`src/rtl/peak_abs_mc.sv`:
```
// ---------------------------------------------------------------------------
// peak_abs_mc
//
// Multi-channel absolute-peak finder with a runtime frame length. Each
// accepted input beat carries NUM_CH signed samples. For every channel the
// block tracks the largest |x| in the frame and the frame index where it first
// occurred. At frame end it streams one result per channel, channel 0 first.
//
// Optional feature (compile-time macro PEAK_ABS_MC_THRESH_EN):
//   When defined, adds a threshold input and a per-channel count of the frame
//   samples whose |x| exceeds it.
//
// Ports:
//   clk        in   rising-edge clock
//   rst        in   synchronous active-high reset
//   start      in   frame-start request, honoured only in IDLE
//   frame_len  in   samples per frame, latched on accepted start (clamped to
//                   MAX_SAMPLES; 0 ignores the start)
//   thresh     in   [ifdef] unsigned |x| threshold, latched on accepted start
//   in_valid   in   input beat valid
//   in_ready   out  high only while accumulating
//   sample_in  in   channel c in bits [c*WIDTH +: WIDTH], two's complement
//   out_valid  out  result valid (high throughout DRAIN)
//   out_ready  in   result accepted
//   out_ch     out  channel of the current result
//   peak_out   out  unsigned |x| peak of out_ch
//   peak_idx   out  frame index of that peak
//   over_cnt   out  [ifdef] samples on out_ch with |x| > thresh
//   busy       out  high whenever not IDLE
//   done       out  one-cycle pulse after the last result is accepted
// ---------------------------------------------------------------------------
module peak_abs_mc #(
  parameter  int WIDTH       = 16,
  parameter  int NUM_CH      = 4,
  parameter  int MAX_SAMPLES = 1024,
  localparam int IDX_W       = $clog2(MAX_SAMPLES),
  localparam int LEN_W       = $clog2(MAX_SAMPLES + 1),
  localparam int CH_W        = (NUM_CH > 1) ? $clog2(NUM_CH) : 1
) (
  input  logic                      clk,
  input  logic                      rst,
  input  logic                      start,
  input  logic [LEN_W-1:0]          frame_len,
`ifdef PEAK_ABS_MC_THRESH_EN
  input  logic [WIDTH-1:0]          thresh,
  output logic [LEN_W-1:0]          over_cnt,
`endif
  input  logic                      in_valid,
  output logic                      in_ready,
  input  logic [NUM_CH*WIDTH-1:0]   sample_in,
  output logic                      out_valid,
  input  logic                      out_ready,
  output logic [CH_W-1:0]           out_ch,
  output logic [WIDTH-1:0]          peak_out,
  output logic [IDX_W-1:0]          peak_idx,
  output logic                      busy,
  output logic                      done
);

  typedef enum logic [1:0] {IDLE, ACCUM, DRAIN} state_t;

  state_t           state, state_nxt;
  logic [LEN_W-1:0] len_q;
  logic [LEN_W-1:0] len_clamp;
  logic [IDX_W-1:0] cnt_q;
  logic [CH_W-1:0]  ch_ptr;
  logic [WIDTH-1:0] peak_q [NUM_CH];
  logic [IDX_W-1:0] idx_q  [NUM_CH];
  logic [WIDTH-1:0] mag    [NUM_CH];
`ifdef PEAK_ABS_MC_THRESH_EN
  logic [WIDTH-1:0] thresh_q;
  logic [LEN_W-1:0] over_q [NUM_CH];
`endif

  logic start_ok, beat, last_beat, take, last_ch;

  // |x| computed in WIDTH+1 bits and truncated to WIDTH is identical to the
  // WIDTH-bit two's complement negate, so the most-negative input maps to
  // 2^(WIDTH-1) without needing the extra bit.
  function automatic logic [WIDTH-1:0] abs_w(input logic [WIDTH-1:0] x);
    return x[WIDTH-1] ? (~x + WIDTH'(1)) : x;
  endfunction

  assign len_clamp = (frame_len > LEN_W'(MAX_SAMPLES)) ? LEN_W'(MAX_SAMPLES) : frame_len;
  assign start_ok  = (state == IDLE) && start && (frame_len != '0);
  assign in_ready  = (state == ACCUM);
  assign out_valid = (state == DRAIN);
  assign busy      = (state != IDLE);
  assign beat      = in_valid && in_ready;
  assign last_beat = (LEN_W'(cnt_q) + LEN_W'(1)) == len_q;
  assign take      = out_valid && out_ready;
  assign last_ch   = (ch_ptr == CH_W'(NUM_CH - 1));

  always_comb begin
    for (int c = 0; c < NUM_CH; c++) begin
      mag[c] = abs_w(sample_in[c*WIDTH +: WIDTH]);
    end
  end

  // NOTE: sequential state uses non-blocking assignments so every register
  // samples pre-edge values regardless of statement order.
  always_ff @(posedge clk) begin
    if (rst) state <= IDLE;
    else     state <= state_nxt;
  end

  // NOTE: next state is defaulted before the case so no path leaves it
  // unassigned, which would otherwise infer a latch.
  always_comb begin
    state_nxt = state;
    unique case (state)
      IDLE:    if (start_ok)          state_nxt = ACCUM;
      ACCUM:   if (beat && last_beat) state_nxt = DRAIN;
      DRAIN:   if (take && last_ch)   state_nxt = IDLE;
      default:                        state_nxt = IDLE;
    endcase
  end

  // NOTE: the tracker arrays are small register files and are reset
  // explicitly, so an aborted frame can never leak partial peaks.
  always_ff @(posedge clk) begin
    if (rst) begin
      len_q  <= '0;
      cnt_q  <= '0;
      ch_ptr <= '0;
      done   <= 1'b0;
      for (int c = 0; c < NUM_CH; c++) begin
        peak_q[c] <= '0;
        idx_q[c]  <= '0;
      end
`ifdef PEAK_ABS_MC_THRESH_EN
      thresh_q <= '0;
      for (int c = 0; c < NUM_CH; c++) over_q[c] <= '0;
`endif
    end else begin
      done <= 1'b0;
      unique case (state)
        IDLE: begin
          if (start_ok) begin
            len_q  <= len_clamp;
            cnt_q  <= '0;
            ch_ptr <= '0;
            for (int c = 0; c < NUM_CH; c++) begin
              peak_q[c] <= '0;
              idx_q[c]  <= '0;
            end
`ifdef PEAK_ABS_MC_THRESH_EN
            thresh_q <= thresh;
            for (int c = 0; c < NUM_CH; c++) over_q[c] <= '0;
`endif
          end
        end
        ACCUM: begin
          if (beat) begin
            cnt_q <= cnt_q + IDX_W'(1);
            for (int c = 0; c < NUM_CH; c++) begin
              // Strict compare: on ties the earliest index is kept.
              if (mag[c] > peak_q[c]) begin
                peak_q[c] <= mag[c];
                idx_q[c]  <= cnt_q;
              end
`ifdef PEAK_ABS_MC_THRESH_EN
              if ((mag[c] > thresh_q) && (over_q[c] < len_q))
                over_q[c] <= over_q[c] + LEN_W'(1);
`endif
            end
          end
        end
        DRAIN: begin
          if (take) begin
            ch_ptr <= last_ch ? '0 : ch_ptr + CH_W'(1);
            done   <= last_ch;
          end
        end
        default: ;
      endcase
    end
  end

  // Result fields are forced to zero outside DRAIN; inside DRAIN they only
  // depend on ch_ptr, which holds while out_ready is low.
  assign out_ch   = ch_ptr;
  assign peak_out = out_valid ? peak_q[ch_ptr] : '0;
  assign peak_idx = out_valid ? idx_q[ch_ptr]  : '0;
`ifdef PEAK_ABS_MC_THRESH_EN
  assign over_cnt = out_valid ? over_q[ch_ptr] : '0;
`endif

endmodule

```
`config.mk`:
```
export PLATFORM = sky130hd
export DESIGN_NAME = peak_abs_mc
export DESIGN_NICKNAME = d
export VERILOG_FILES = /design/src/rtl/peak_abs_mc.sv
export SDC_FILE = /design/constraint.sdc
export NUM_CORES = 1
export LEC_CHECK = 0
export ABC_AREA = 1
export CORE_MARGIN = 8
export CORE_UTILIZATION = 40
export CTS_CLUSTER_SIZE = 30
export DETAILED_ROUTE_END_ITERATION = 8
export GPL_TIMING_DRIVEN = 0
export SYNTH_ARGS = -nofsm -noshare
export SYNTH_HDL_FRONTEND = slang
export SYNTH_SLANG_ARGS = --single-unit
```
`constraint.sdc`:
```
create_clock -name clk -period 4.3 [get_ports clk]
set_clock_uncertainty 0.05 [all_clocks]
set_input_delay 0.645 -clock clk [delete_from_list [all_inputs] [get_ports clk]]
set_output_delay 0.645 -clock clk [all_outputs]
set_load 0.01 [all_outputs]
```
# After elaboration in Yosys (flattened, before gate mapping)
# Memories as Yosys holds them, arrays and structs flattened. A register that Yosys moved wholly into a read port is not among the register bits.
# Cells that the tools add are included.
word_totals:
  output_inout_bits: 32
  romBits: 0
  reg_bits: 26
  mem_count: 2
  ram_bits: 104
  latch_bits: 0
  in_bits: 80
  word_cells: 130
classes:
  shifts: 0
  n_eq_ne: 9
  n_mux: 64
  n_reduce_logical: 16
  mul: 0
  order_cmp: 5
  div_mod_pow: 0
  bitwise_logic: 22
  n_addsub: 7
memory_table:
  columns: ["name", "words", "word_bits", "read_ports", "rd_ports_with_merged_regs", "wr", "line", "source"]
  rows:
  - ["peak_q", 4, 16, 5, 1, 4, "67", "logic [WIDTH-1:0] peak_q [NUM_CH];"]
  - ["idx_q", 4, 10, 1, 1, 4, "68", "logic [IDX_W-1:0] idx_q [NUM_CH];"]
op_table:
  columns: ["op", "count"]
  rows:
  - ["2-to-1 mux 16 bit", 13]
  - ["2-to-1 mux 10 bit", 11]
  - ["adder 16 x 1 -> 16 bit (second input constant)", 4]
  - ["> comparator 16 bit", 4]
  - ["NOT 16 bit", 4]
  - ["2-to-1 mux 1 bit", 26]
  - ["2-to-1 mux 2 bit", 10]
  - ["case mux 10 bit (2 select lines)", 1]
  - ["bitwise OR 1 bit", 16]
  - ["adder 10 x 1 -> 11 bit (second input constant)", 1]
  - ["equality test 11 bit", 1]
  - ["> comparator 11 bit (second input constant)", 1]
  - ["2-to-1 mux 11 bit", 1]
  - ["nonzero test 11 bit", 1]
  - ["adder 10 x 1 -> 10 bit (second input constant)", 1]
  - ["AND reduction 3 bit", 3]
  - ["!= test 2 x 1 -> 1 bit (second input constant)", 4]
  - ["logical AND 1 bit", 6]
  - ["case mux 2 bit (3 select lines)", 1]
  - ["nonzero test 2 bit", 3]
  - ["equality test 2 bit (second input constant)", 2]
  - ["case mux 2 bit (2 select lines)", 1]
  - ["OR reduction 3 bit", 1]
  - ["adder 2 x 1 -> 2 bit (second input constant)", 1]
  - ["other kinds (5)", 6]

# Logic depth before layout (Yosys ltp)
depth:
  depth_word: 10
  depth_mapped: 21
  depth_no_buf: 20

# Worst setup path after synthesis
# OpenSTA, ideal clock, no wires.
synth_path:
  path_kind: "input-to-reg"
  from: "input sample_in[16]"
  to: "memory idx_q[1][0] (netlist name), enable pin"
  arrival_ns: 3.462
  n_path_buf: 1
  setup_time_ns: 0.439
  t_required_ns: 3.811
  cell_stages: 18
  setup_slack_ns: 0.349
  cell_sequence: "inv_1 > ha_1 > nand3_1 > nor2_1 > nand2_1 > nor3_1 > nand3_1 > o21ai_0 > inv_1 > nand2_1 > nand2_1 > ha_1 > nand4_1 > nor3_2 > a31oi_4 > nand2_4 > clkbuf_1 > nand2_1"
synth_lines:
  columns: ["element", "line", "source"]
  rows:
  - ["start, declared", "50", "input logic [NUM_CH*WIDTH-1:0] sample_in,"]
  - ["end, declared", "68", null]

==> qor.csv <==
metric,value,unit
tightestPinTransition,0.556,ns
rr_startpoint,peak_q[0][3],
worstHoldStart,len_q[1],
relSlewSlack,0.629,
path_clk_slew,0.06,ns
viasPerCell,5.11,
status,"complete, no violations",
portBuffers,110,
cts.htree.levels,4,
clk_latency,0.42,ns
dpl.hpwl,21.4,mm
pwr-share-clk,0.401,
first_global_vias,8233,
core,22700,sq um
routedWlPerCell,16.0,um
first_iter_violations,549,
p_sw,1080,uW
setup_violations,0,
cts_max_path_buffers,2,
drive_gt1_frac,0.0591,
fmax,255,MHz
start_util,0.408,
antenna_found_initial,0,
drtPass1Iterations,5,
netlist_area,9260,sq um
die_x,168,um
drt-total-wl,27.1,mm
place_ws,-1.29,ns
cp_cell_sequence,"clkdlybuf4s50_1, inv_1, ha_1, nand3_1, nor2_1, nand2_1, nor3_1, nand3_1, o21ai_0, inv_1, nand2_1, nand2_1, ha_1, nand4_1, nor3_2, nand2_1, nand2_1, nand2_8, nand3_4, buf_6, nand2_1, a21oi_1",
placed_cell_area,10700,sq um
overflow,0,
dieArea,28300,sq um
grt_pass1_wl,43.1,mm
cp-startpoint,sample_in[16],
crit_required,4.61,ns
sw_frac_of_total,0.284,
finalHoldViolations,0,
numClockSinks,132,
synthDistinctLibCells,42,
areaGrowthSynthToFinish,23.2,%
cp_common_cell,nand2_1,
avgSynthCellArea,7.32,sq um
root_buffer,clkbuf_16,
whs,0.450,ns
leakage,0.00494,uW
fillerInstances,2271,
worst_setup_path_start_kind,input port,
layout.cells.non_filler,1690,
grt_start_max_net_pins,27,
cap_viol_max_count,0,
final_core_util,0.502,
fp-row-count,55,
ys_seq_area_frac,0.370,
n_antenna_cell,0,
seqPwrFrac,0.391,
p_int,2720,uW
min_path_type,reg2reg,
critPathCaptureType,flip-flop,
syn_nets,1414,
rsz0062_at_grt,false,
slowest_stage,clkdlybuf4s50_1,
path_max_fanout,19,
dpl.cell_count,1659,
cts_tree,built,
numCtsBuffers,17,
critical_path_class,in2reg,
drc,0,
ios,112,
vias,8629,
slowest_delay,0.40,ns
maxSlewViolCount,0,
nets,1542,
synthCells,1264,
postLayoutCellArea,11400,sq um
ant_nets,0,
globalplace.congestion,0.875,
yosysWarnings,0,
peakVddDrop,0.250,mV
crit_arrival,4.22,ns
finalCritPeriodShare,0.910,
cts_hold_buf,0,
min_period,3.91,ns
fin_ws,0.385,ns
ys_ff_latch,132,
p_comb_frac,0.208,
grt.total_usage,0.192,
powerDensity,333,nW/um^2
die_y,168,um
rrSetupSlack,1.63,ns
==> final cells by class <==
type	count	area, sq um	share of cell area
well taps	285	357	0.0313
multi-input cells	874	4870	0.427
repair buffers	110	1100	0.0966
flip-flops and latches	132	3420	0.300
clock buffers	26	573	0.0503
plain buffers	44	225	0.0198
clock inverters	6	57.6	0.00505
inverters	213	800	0.0701
==> worst max-delay path: cells and delay by family <==
| family | cells | cell delay [ns] |
|---|---|---|
| buffers and inverters | 4 | 0.77 |
| AO/OA/AOI/OAI | 2 | 0.39 |
| adder cells (fa/ha/maj) | 2 | 0.47 |
| AND/OR/NAND/NOR | 14 | 1.92 |
==> synthesized netlist by cell type <==
cell	number	area, sq um
a21boi_0	2	15.0
a21oi_1	125	626
a31oi_1	5	31.3
a31oi_2	1	12.5
a31oi_4	1	21.3
a41oi_1	1	8.76
buf_1	2	7.51
buf_2	11	55.1
buf_4	2	15.0
buf_6	5	56.3
clkbuf_1	25	93.8
clkinv_1	2	7.51
dfxtp_1	54	1080
edfxtp_1	78	2340
ha_1	70	876
inv_1	208	781
inv_2	3	11.3
nand2_1	196	736
nand2_2	4	25.0
nand2_4	2	22.5
nand3_1	57	285
nand3_4	1	17.5
nand4_1	17	106
nor2_1	178	668
nor2_2	1	6.26
nor2_4	2	22.5
nor3_1	14	70.1
nor3_2	2	20.0
nor3b_1	2	15.0
nor4_1	4	25.0
o2111ai_1	1	8.76
o21a_1	2	15.0
o21ai_0	97	485
o21ai_1	6	30.0
o21bai_1	6	45.0
o22ai_1	10	62.6
o31ai_1	3	22.5
o32ai_1	1	8.76
or2_1	2	12.5
or2_2	11	68.8
xnor2_1	2	17.5
xor2_1	48	420
==> power groups by stage <==
stage / combinational, uW / clock, uW / sequential, uW
CTS: 786 / 1540 / 1480
global placement: 766 / 0 / 1510
floorplan: 524 / 0 / 1490
global route: 907 / 1580 / 1490
finish: 790 / 1530 / 1480
detailed placement: 778 / 0 / 1510
==> sequential cells by signal (all words and copies together), names as in the netlist, named ones only <==
register  count
done          1
len_q        11
out_ch        2
state         2
cnt_q        10
peak_q       64
idx_q        40
==> cells by family (layout without fill, tap and decap cells) <==
| kind of cell | after synthesis | count (layout) | share of synthesized area |
|---|---|---|---|
| adders and majority gates | 70 | 70 | 0.0946 |
| AOI/OAI and AO/OA | 261 | 261 | 0.150 |
| DFF | 132 | 132 | 0.370 |
| xor gates and xnor gates | 50 | 50 | 0.0473 |
| buffers and inverters | 258 | 399 | 0.111 |
| and+or+nand+nor | 493 | 493 | 0.227 |
==> per-layer routing <==
layer | wire, um | vias to the layer above | global-route usage
met3 | 1650 | 37 | 0.0430
met5 | 0 | - | 0
li1 | - | 4384 | -
met4 | 792 | 0 | 0.0691
met2 | 11900 | 239 | 0.298
met1 | 12800 | 3969 | 0.258
==> metrics by stage <==
stage / setup TNS, ns / total power [uW]
after global placement: -74.67 / 2270
after global routing: 0 / 3980
final: 0 / 3800
after floorplan: 0 / 2010
after CTS: 0 / 3810
after detailed placement: -78.04 / 2290
==> worst paths after layout <==
path,to,cells after the start
max,idx_q[2][1],22
max reg2reg,peak_q[0][12],10
min reg2reg,len_q[1],2
min,len_q[1],2
==> cell usage in the layout (no fill, tap or decap), types with 3 or more instances in the layout <==
| master | n |
|---|---|
| nor4_1 | 4 |
| inv_2 | 3 |
| nor3_2 | 4 |
| ha_1 | 70 |
| clkbuf_16 | 20 |
| nand2_8 | 3 |
| o21ai_1 | 6 |
| nor2_1 | 178 |
| xor2_1 | 48 |
| nor3_1 | 12 |
| clkbuf_8 | 5 |
| a31oi_1 | 5 |
| edfxtp_1 | 78 |
| o22ai_1 | 10 |
| nand4_1 | 17 |
| dfxtp_1 | 54 |
| nand2_2 | 4 |
| nand2_1 | 193 |
| nand3_1 | 57 |
| buf_6 | 5 |
| inv_1 | 208 |
| buf_2 | 11 |
| o31ai_1 | 3 |
| clkbuf_1 | 24 |
| clkinv_2 | 4 |
| o21bai_1 | 6 |
| a21oi_1 | 125 |
| o21ai_0 | 97 |
| clkdlybuf4s50_1 | 110 |
| or2_2 | 11 |
==> repair_timing <==
action                                  CTS  global route
gates cloned                              0             0
endpoints found under the setup margin   78            89
setup buffers                             0             0
resized for setup                         5             8
Power figures use the tool's default switching activity.
==> edit 1: new RTL, same settings <==
The option `PEAK_ABS_MC_THRESH_EN` is turned on by a define.
--- a/src/rtl/peak_abs_mc.sv
+++ b/src/rtl/peak_abs_mc.sv
@@ -30,4 +30,6 @@
 //   done       out  one-cycle pulse after the last result is accepted
 // ---------------------------------------------------------------------------
+`define PEAK_ABS_MC_THRESH_EN
+
 module peak_abs_mc #(
   parameter  int WIDTH       = 16,
Ports: changed (added over_cnt and thresh); port bits go from 112 to 139. The function was not compared with the original's and may differ.
==> edit 1 against the unedited design <==
  * Wire length is 85% higher
  * Hold slack better by 0.024 ns
  * Sequential cell count is 60 higher
  * First-iteration DRC count is 140% higher
  * Clock power is 7% higher
  * Power is 37% higher
  * Worst setup slack worse by 0.13 ns
  * Design area is 52% higher
  * Synthesized area is 58% higher
  * Critical endpoint is now peak_q[0][5]
  * Highest routed layer unchanged
==> edit 1: results (changes against the unedited design) <==
- Run status: completed (unchanged)
- Synth Area in Adders: 0.152 (was 0.0946)
- Leakage power: 7.47 nW (was 4.94 nW)
- Critical Path Fanout Max: 13 (was 19)
- DP Area: 16600 um2 (was 10700 um2)
- CTS HTree Levels: 4 (unchanged)
- GR Util All Layers: 0.226 (was 0.192)
- Filler cells: 3562 (was 2271)
- Worst slew pin tran: 0.888 ns (was 0.556 ns)
- Clk_lat worst skew: 0.47 ns (was 0.42 ns)
- Seq group: 0.00216 W (was 0.00148 W)
- Reg clk slew, reported paths: 0.08 ns (was 0.06 ns)
- Sequential share of the synthesized area: 0.338 (was 0.370)
- Synth area leaders: edfxtp_1, ha_1, dfxtp_1, nand2_1, a21oi_1 (was edfxtp_1, dfxtp_1, ha_1, inv_1, nand2_1)
- Final nets: 2393 (was 1542)
- Drt first pass iters: 6 (was 5)
- Syn nets: 2235 (was 1414)
- Vias in the first global route: 13425 (was 8233)
- Sequential fraction of design power: 0.415 (was 0.391)
- Net Sw Frac: 0.353 (was 0.284)
- VDD IR max: 294 uV (was 250 uV)
- Unique masters post-synth: 48 (was 42)
- HPWL Detailed: 39400 um (was 21400 um)
- Largest registers: peak_q x64, over_q x44, idx_q x40 (was peak_q x64, idx_q x40, len_q x11)
- Synth Area in Compound Gates: 0.151 (was 0.150)
- First-pass GRT wire length: 75800 um (was 43100 um)
- Total number of vias: 13997 (was 8629)
- Most instantiated cells after synthesis: nand2_1, inv_1, a21oi_1 (was inv_1, nand2_1, nor2_1)
- Post-synth EDFFs: 111 (was 78)
- Clock share of power: 0.314 (was 0.401)
- Routability congestion estimate: 0.954 (was 0.875)
- Crit path arrival time: 4.16 ns (was 4.22 ns)
## edit 1: cell types whose count changed in the layout (fill, tap and decap cells not counted), moves of 26 or more
cell | unedited run | this run
nand2_1 | 193 | 320
ha_1 | 70 | 178
a21oi_1 | 125 | 218
inv_1 | 208 | 283
nand3_1 | 57 | 98
o21ai_0 | 97 | 134
nor2_1 | 178 | 212
edfxtp_1 | 78 | 111
dfxtp_1 | 54 | 81
clkdlybuf4s50_1 | 110 | 136
xor2_1 | 48 | 74
## edit 1: routing by layer
metal  global-route usage  part of all wire
met1                0.297              0.45
met4               0.0922             0.036
met5                    0                 0
met3               0.0353             0.066
met2                0.367              0.45
## edit 1: worst paths after layout
check	startpoint	depth (start not counted)	slack [ns]	end
worst max-delay path	sample_in[0]	18	0.26	peak_q[0][5]
worst min-delay path	over_q[2][4]	2	0.47	over_q[2][4]
worst max register to register	len_q[10]	8	1.54	over_q[1][1]
worst min register to register	over_q[2][4]	2	0.47	over_q[2][4]
## edit 1: worst reg2reg max path: stages (launching register included)
cell and delay (ns):
dfxtp_1 0.30, inv_1 0.30, ha_1 0.32, a21oi_1 0.32, nand2_1 0.13, a31oi_1 0.28
nand3_2 0.27, clkbuf_2 0.28, nand2_4 0.21
## edit 1: area by class of cell
type,instances,area [um2],share of cell area
tap,468,586,0.0337
timing repair buffer,138,1380,0.0792
multi-input combinational,1414,8480,0.488
inverter,292,1100,0.0631
clock inverter,14,141,0.00814
clock buffer,18,429,0.0247
buffer,64,309,0.0178
sequential,192,4950,0.285
## edit 1: through the flow
step,util,setup slack (ns),hold WS [ns],cells
after detailed placement,0.457,-1.42,0.456,2565
after global routing,0.478,-0.0238,0.499,2600
after floorplan,-,0.262,0.411,1961
final,0.478,0.257,0.475,2600
after global placement,0.457,-1.33,0.444,2565
after CTS,0.474,0.00803,0.467,2596
==> edit 2: new RTL, same settings <==
Made on the original files. The 3 states of `state_t` get a one-hot encoding in 3 bits.
--- a/src/rtl/peak_abs_mc.sv
+++ b/src/rtl/peak_abs_mc.sv
@@ -58,5 +58,5 @@
 );
 
-  typedef enum logic [1:0] {IDLE, ACCUM, DRAIN} state_t;
+  typedef enum logic [2:0] {IDLE = 3'b001, ACCUM = 3'b010, DRAIN = 3'b100} state_t;
 
   state_t           state, state_nxt;
Check against the original RTL: no difference found for any inputs over 4 cycles, from zero or initial values and one cycle with rst high; so few cycles prove little.
==> edit 2 against the unedited design <==
  * Worst setup slack got worse by 0.079 ns
  * Critical path depth fell by 1
  * Wire length fell by 0.65%
  * Via count rose by 0.70%
  * Synthesized area rose by 3.2%
  * Sequential cell count rose by 1
  * Largest cell class unchanged
  * Design area rose by 3.0%
Power is not compared: it rests on default switching activity, and its combinational part moved more than twofold at a synthesized area within 25%.
==> edit 2: results (changes against the unedited design) <==
- DP Area: 11100 um2 (was 10700 um2)
- Post-synth EDFFs: 78 (unchanged)
- Total number of vias: 8689 (was 8629)
- Routed wire length: 26900 um (was 27100 um)
- Reg clk slew, reported paths: 0.06 ns (about the same)
- Relative slew slack: 0.161 (was 0.629)
- Syn nets: 1431 (was 1414)
- Yosys warns: 0 (unchanged)
- Synth Area in Adders: 0.0916 (was 0.0946)
- Pin count of the biggest net entering global routing: 27 (unchanged)
- Async set-reset flop share out of synthesis: 0 (unchanged)
- Share of layout cells above drive strength 1: 0.0942 (was 0.0591)
- Leakage power: 5.15 nW
- Reg2reg setup slack: 1.80 ns (was 1.63 ns)
- Max incr delay on CP: 0.41 ns
- Sequential share of the synthesized area: 0.360 (was 0.370)
- Synth Area in XOR/XNOR: 0.0474 (was 0.0473)
- Routability congestion estimate: 0.860 (was 0.875)
- HPWL Detailed: 21400 um (about the same)
- VDD IR max: 467 uV
- Final nets: 1560 (was 1542)
- Clk_lat worst skew: 0.43 ns
- Synth area leaders: edfxtp_1, dfxtp_1, ha_1, nand2_1, inv_1 (was edfxtp_1, dfxtp_1, ha_1, inv_1, nand2_1)
- First-pass GRT wire length: 42800 um (was 43100 um)
- Antenna violations before repair: 0 (unchanged)
- Maximum buffer depth of the clock tree: 2 (unchanged)
- Initial DRC Count: 505 (was 549)
- I/O Buffers: 110 (unchanged)
- Most instantiated cells after synthesis: nand2_1, inv_1, nor2_1 (was inv_1, nand2_1, nor2_1)
- Sw power: 0.00177 W
- Unique masters post-synth: 44 (was 42)
- Mux share of post-synthesis cell area: 0 (unchanged)
- Hold Path Class: flip-flop to flip-flop (unchanged)
- Crit path arrival time: 4.05 ns (was 4.22 ns)
- Clk root buf: clkbuf_16 (unchanged)
- Drt first pass iters: 5 (unchanged)
- # diodes: 0 (unchanged)
- Vias in the first global route: 8274 (was 8233)
- Synth Area in Compound Gates: 0.156 (was 0.150)
- Hold Worst Slack: 0.425 ns (was 0.450 ns)
- Postcts setup bufs: 0 (unchanged)
- GR Util All Layers: 0.187 (was 0.192)
- TritonCTS buffer count: 17 (unchanged)
- Largest registers: peak_q x64, idx_q x40, len_q x11 (unchanged)
- Run status: completed (unchanged)
- Slowest cell on crit path: clkdlybuf4s50_1 (unchanged)
- Critical Path Fanout Max: 26 (was 19)
## edit 2: path summary, 6_finish.rpt
| path | from | endpoint | depth (start not counted) |
|---|---|---|---|
| setup / recovery | sample_in[48] | idx_q[3][9] | 21 |
| hold / removal | len_q[1] | len_q[1] | 2 |
| setup reg to reg | peak_q[0][13] | peak_q[0][9] | 9 |
| hold reg to reg | len_q[1] | len_q[1] | 2 |
## edit 2: metal layers
layer / vias up / track usage / wire length [um]
met2: 229 / 0.299 / 12300
met3: 30 / 0.0413 / 1660
li1: 4445 / - / -
met1: 3985 / 0.250 / 12600
met4: 0 / 0.0530 / 422
met5: - / 0 / 0
## edit 2: area by class of cell
| type | instances | area (um2) |
|---|---|---|
| fillers | 2355 | 11700 |
| multi-input cells | 878 | 5080 |
| flip-flops and latches | 133 | 3440 |
| repair buffers | 110 | 1100 |
| inverters | 222 | 833 |
| clock buffers | 18 | 439 |
| well taps | 319 | 399 |
| plain buffers | 48 | 268 |
| clock inverters | 14 | 183 |
## edit 2: kinds of logic after synthesis
| logic type | after synthesis |
|---|---|
| adders and majority gates | 70 |
| DFF | 133 |
| and+or+nand+nor | 491 |
| buffers and inverters | 270 |
| AOI/OAI and AO/OA | 267 |
| xor gates and xnor gates | 50 |
## edit 2: power by group through the flow
stage / Combinational [W] / Clock (W) / Sequential, W
global route: 0.00188 / 0.00161 / 0.00177
finish: 0.00165 / 0.00155 / 0.00175
CTS: 0.00164 / 0.00157 / 0.00175
global placement: 0.00160 / 0 / 0.00177
detailed placement: 0.00162 / 0 / 0.00178
floorplan: 0.00115 / 0 / 0.00172
## edit 2: repair_timing
action | in CTS | in global routing
pin swaps | 0 | 1
cloned | 0 | 0
gates resized for setup | 5 | 10
setup endpoints to repair | 78 | 78
## edit 2: worst max-delay path: cells and delay by family
family	cells	cell delay, ns
AND/OR/NAND/NOR	9	1.33
buffers and inverters	7	1.08
adder cells (fa/ha/maj)	2	0.42
AO/OA/AOI/OAI	2	0.33
XOR/XNOR	1	0.22
## edit 2: stage by stage
step                      cells  worst slack [ns]
final                      1742             0.306
after global routing       1742          -0.00557
after CTS                  1742            0.0763
after detailed placement   1710            -0.912
after global placement     1710            -0.892
after floorplan            1281             0.405
